<file path="src/rtl/led_frame_arbiter.sv">
// -----------------------------------------------------------------------------
// led_frame_arbiter
//
// Shares the double-buffered SK9822 LED frame RAM between the CPU bus writer
// (req0) and the DSP level-meter engine (req1). Accepted writes are registered
// onto the RAM write port, tagged with the current write bank. A commit
// request swaps the write and display banks, but only at the next LED frame
// boundary (frame_sync). This keeps the LED engine from showing a half-written
// frame.
//
// Ports:
//   wb_clk, wb_rst_n        clock, async active-low reset
//   req0_* / req1_*         valid/ready write requesters (addr, 32-bit data)
//   commit                  pulse: present the write bank at next frame_sync
//   frame_sync              pulse: LED engine is starting a frame
//   bright_max              brightness ceiling (LED_ARB_BRIGHT_EN builds only)
//   led_we/led_addr/led_data  registered RAM write port, addr = {bank, word}
//   disp_bank               bank currently read by the LED engine
//   pending                 a commit is waiting for frame_sync
//   commit_done             one-cycle pulse when the banks swap
//
// Build option: define LED_ARB_BRIGHT_EN to clamp the SK9822 global brightness
// field (data[28:24]) to bright_max and force the header bits [31:29] to 3'b111.
// -----------------------------------------------------------------------------
module led_frame_arbiter #(
    parameter int ADDR_BITS = 4
) (
    input  logic                 wb_clk,
    input  logic                 wb_rst_n,
    input  logic                 req0_valid,
    input  logic [ADDR_BITS-1:0] req0_addr,
    input  logic [31:0]          req0_data,
    output logic                 req0_ready,
    input  logic                 req1_valid,
    input  logic [ADDR_BITS-1:0] req1_addr,
    input  logic [31:0]          req1_data,
    output logic                 req1_ready,
    input  logic                 commit,
    input  logic                 frame_sync,
    input  logic [4:0]           bright_max,
    output logic                 led_we,
    output logic [ADDR_BITS:0]   led_addr,
    output logic [31:0]          led_data,
    output logic                 disp_bank,
    output logic                 pending,
    output logic                 commit_done
);

    typedef enum logic {IDLE, PENDING} state_t;

    state_t               state_q, state_d;
    logic                 write_bank_q, write_bank_d;
    logic                 disp_bank_q, disp_bank_d;
    logic                 last_grant_q, last_grant_d;
    logic                 commit_done_q, commit_done_d;
    logic                 led_we_q, led_we_d;
    logic [ADDR_BITS:0]   led_addr_q, led_addr_d;
    logic [31:0]          led_data_q, led_data_d;

`ifdef LED_ARB_BRIGHT_EN
    function automatic logic [31:0] shape_data(input logic [31:0] d, input logic [4:0] bmax);
        logic [4:0] b;
        b = (d[28:24] > bmax) ? bmax : d[28:24];
        return {3'b111, b, d[23:0]};
    endfunction
`else
    // Pass-through build: bright_max has no function here.
    logic bright_unused;
    assign bright_unused = ^bright_max;

    function automatic logic [31:0] shape_data(input logic [31:0] d, input logic [4:0] bmax);
        logic [4:0] unused_bmax;
        unused_bmax = bmax;
        return d;
    endfunction
`endif

    always_comb begin
        state_d       = state_q;
        write_bank_d  = write_bank_q;
        disp_bank_d   = disp_bank_q;
        last_grant_d  = last_grant_q;
        commit_done_d = 1'b0;
        led_we_d      = 1'b0;
        led_addr_d    = led_addr_q;
        led_data_d    = led_data_q;
        req0_ready    = 1'b0;
        req1_ready    = 1'b0;

        case (state_q)
            IDLE: begin
                // Round-robin: on contention the side not granted last wins.
                req0_ready = req0_valid && (!req1_valid || last_grant_q);
                req1_ready = req1_valid && (!req0_valid || !last_grant_q);
                // A frame_sync arriving with commit is too early; wait for the next one.
                if (commit) state_d = PENDING;
            end
            PENDING: begin
                if (frame_sync) begin
                    disp_bank_d   = write_bank_q;
                    write_bank_d  = ~write_bank_q;
                    commit_done_d = 1'b1;
                    state_d       = IDLE;
                end
            end
            default: state_d = IDLE;
        endcase

        // Bank bit is taken from the current write bank, so a write accepted
        // alongside commit still lands in the bank being committed.
        if (req0_ready) begin
            led_we_d     = 1'b1;
            led_addr_d   = {write_bank_q, req0_addr};
            led_data_d   = shape_data(req0_data, bright_max);
            last_grant_d = 1'b0;
        end else if (req1_ready) begin
            led_we_d     = 1'b1;
            led_addr_d   = {write_bank_q, req1_addr};
            led_data_d   = shape_data(req1_data, bright_max);
            last_grant_d = 1'b1;
        end
    end

    always_ff @(posedge wb_clk or negedge wb_rst_n) begin
        if (!wb_rst_n) begin
            state_q       <= IDLE;
            write_bank_q  <= 1'b1;
            disp_bank_q   <= 1'b0;
            last_grant_q  <= 1'b1;
            commit_done_q <= 1'b0;
            led_we_q      <= 1'b0;
            led_addr_q    <= '0;
            led_data_q    <= '0;
        end else begin
            state_q       <= state_d;
            write_bank_q  <= write_bank_d;
            disp_bank_q   <= disp_bank_d;
            last_grant_q  <= last_grant_d;
            commit_done_q <= commit_done_d;
            led_we_q      <= led_we_d;
            led_addr_q    <= led_addr_d;
            led_data_q    <= led_data_d;
        end
    end

    assign led_we      = led_we_q;
    assign led_addr    = led_addr_q;
    assign led_data    = led_data_q;
    assign disp_bank   = disp_bank_q;
    assign pending     = (state_q == PENDING);
    assign commit_done = commit_done_q;

endmodule

</file>
<file path="config.mk">
export PLATFORM = sky130hd
export DESIGN_NAME = led_frame_arbiter
export DESIGN_NICKNAME = d
export VERILOG_FILES = /design/src/rtl/led_frame_arbiter.sv
export SDC_FILE = /design/constraint.sdc
export NUM_CORES = 1
export LEC_CHECK = 0
export ABC_AREA = 1
export BUFFER_PORTS_ARGS = -buffer_cell sky130_fd_sc_hd__buf_2
export CAP_MARGIN = 10
export CORE_ASPECT_RATIO = 0.6
export CORE_MARGIN = 2
export CORE_UTILIZATION = 40
export CTS_CLUSTER_SIZE = 16
export DETAILED_ROUTE_END_ITERATION = 6
export PLACE_DENSITY = 0.78
export SYNTH_ARGS = -nofsm -noshare
export SYNTH_HDL_FRONTEND = slang
export SYNTH_SLANG_ARGS = --single-unit
</file>
<file path="constraint.sdc">
create_clock -name wb_clk -period 1.3 [get_ports wb_clk]
set_input_delay 0.13 -clock wb_clk [delete_from_list [all_inputs] [get_ports wb_clk]]
set_output_delay 0.13 -clock wb_clk [all_outputs]
set_load 0.03 [all_outputs]
</file>
==> flow_summary.json <==
{
  "drcViolationCount": 0,
  "finClkSkew_ns": 0.00715,
  "gr-total-overflow": 0,
  "final_cell_mix": "nand2_1 (186), buf_2 (118), dfrtp_1 (40), nand3_1 (35), buf_4 (12)",
  "fin_crit_sh": 1.03,
  "die_area_um2": 6160,
  "h-tree-depth": 2,
  "yosysUniqueCellTypes": 17,
  "crit_buf_inv": 3,
  "critical_path_class": "flip-flop to output pin",
  "startpoint": "last_grant_q",
  "grt_pass1_wl_mm": 9.87,
  "postSynthAreaPerCell_um2": 7.40,
  "path_max_fanout": 3,
  "cts.path.max_buffers": 2,
  "placed_area_um2": 2870,
  "crit_path_start_kind": "flip-flop",
  "path_clk_slew_ns": 0.08,
  "final_cell_area_um2": 3200,
  "setup_viol": 11,
  "start_util": 0.425,
  "dp.final_hpwl_mm": 4.09,
  "grt_antenna_before_repair": 0,
  "hold_path.class": "input pin to flip-flop",
  "layout_commonest_cell": "nand2_1",
  "slowest_stage": "dfstp_2",
  "syn-num-nets": 382,
  "port_buffers": 120,
  "slew_headroom": 0.840,
  "drv_cap": 0,
  "synthesis.area_um2": 2210,
  "grt_usage": 0.209,
  "fp.coreArea_um2": 5200,
  "holdWs_ns": 0.0828,
  "cts_tree": "done",
  "rsz0062_at_grt": "true",
  "synthCells": 299,
  "cp.arrival_ns": 1.21,
  "ys_seq_elements": 43,
  "utilization": 0.614,
  "dieWidth_um": 100,
  "final_layout_size_suffix_gt1_frac": 0.383,
  "path_delay_family": "flip-flops",
  "via_per_inst": 4.68,
  "slowest_delay_ns": 0.54,
  "firstDrtPassIters": 4,
  "fin_nets": 515,
  "wirelength_mm": 6.41,
  "cp_data_required_time_ns": 1.17,
  "drt_iter0_drc": 111,
  "setup_tns_ns": -0.153,
  "slew_violations": 0,
  "violations": "setup timing",
  "worstSkewPairLatency_ns": 0.29,
  "cellPowerDensity_nw_per_um2": 1750,
  "vdd_drop_max_uv": 985,
  "n_antenna_cell": 0,
  "first_global_vias": 2055,
  "r2r-start": "last_grant_q",
  "grt_max_degree": 44,
  "hp-start": "commit",
  "area_delta_synth_final_pct": 44.5,
  "crit_chain": "inv_2, nand2_4, nand2_8, inv_4, buf_6",
  "cts_inserted_buffers": 5,
  "place_congestion": 0.792,
  "antenna_left": 0,
  "fmax_mhz": 744,
  "status": "finished, violations left",
  "total_power_mw": 5.60,
  "yosysWarnings": 0,
  "fp-row-count": 20,
  "clockRootBuffer": "clkbuf_8",
  "wl_per_cell_um": 12.8,
  "die_y_um": 61.6,
  "end_kind": "output pin",
  "cts_num_sinks": 43,
  "routed-via-count": 2334,
  "fin_ws_ns": -0.0447,
  "worst_pin_slew_ns": 0.240,
  "fin_crit_ns": 1.34,
  "ioPinCount": 126,
  "synth_seq_area_share": 0.488,
  "p_leak_nw": 1.93,
  "hold_violations": 0
}
[per-layer routing]
metal	up-vias	GRT usage	wire [um]
li1	1189	-	-
met1	1046	0.273	2950
met2	97	0.349	2950
met3	2	0.0556	494
met4	0	0.0626	17
met5	-	0	0
[worst min-delay path: stages]
cell	delay, ns
buf_2	0.08
nor2_1	0.03
nor2_1	0.09
[timing repair]
| item | in CTS | in global routing |
|---|---|---|
| endpoints found under the setup margin | 38 | 39 |
| cloned | 1 | 2 |
| hold buffers | 1 | 0 |
| resized for setup | 9 | 8 |
| buffers inserted | 9 | 2 |
| pin swaps | 3 | 4 |
| hold endpoints to repair | 41 | 0 |
[state kept, by name, summed over array words and instances (netlist names)]
signal / flops
led_data: 32
led_addr: 5
commit_done: 1
disp_bank: 1
last_grant_q: 1
led_we: 1
pending: 1
write_bank_q: 1
[logic make-up after synthesis]
family / count (synthesis) / share of synthesized area
buf+inv: 23 / 0.0781
flops: 43 / 0.488
xor+xnor: 1 / 0.00396
compound gates: 3 / 0.00962
simple gates: 229 / 0.421
[final timing paths]
| kind | end | cells after the start | slack (ns) |
|---|---|---|---|
| min in group asynchronous | led_data[12] | 3 | 0.35 |
| worst max-delay path | req0_ready | 5 | -0.04 |
| max in group asynchronous | write_bank_q | 3 | 0.69 |
| worst min-delay path | pending | 3 | 0.08 |
| worst min register to register | led_data[27] | 2 | 0.48 |
| worst max register to register | led_data[1] | 8 | -0.02 |
[area by class of cell]
type                       instances  area (um^2)
clock inverter                     2         60.1
fill                             466         2010
inverter                           6         25.0
timing repair buffer             140          827
multi-input combinational        236         1050
clock buffer                       6         72.6
tap                               66         82.6
sequential                        43         1080
[synth_stat cells]
cell type  instances  share of area
nand2_1          188           0.32
dfrtp_1           41           0.46
nand3_1           36          0.081
buf_6             10          0.051
buf_2              6          0.014
inv_2              4         0.0068
dfstp_2            2          0.024
inv_1              2         0.0034
nor2_1             2         0.0034
a21oi_1            1         0.0023
buf_4              1         0.0034
nand2_2            1         0.0028
nand2_4            1         0.0051
nor2_8             1         0.0091
o21ai_2            1         0.0040
o21bai_1           1         0.0034
xnor2_1            1         0.0040
[report_power, final]
part | leakage, nW | internal (mW) | switching (mW)
registers | 0.527 | 1.73 | 0.234
clock network | 0.0654 | 0.768 | 0.434
logic | 1.34 | 0.819 | 1.62
total | 1.93 | 3.32 | 2.28
[metrics by stage]
step,setup slack [ns],std cells
2_1_floorplan,0.0584,299
3_3_place_gp,-0.0592,477
3_5_place_dp,-0.0779,477
4_1_cts,-0.0446,495
5_1_grt,-0.0964,499
6_report,-0.0447,499
No activity file was read; power rests on OpenSTA's default activity.
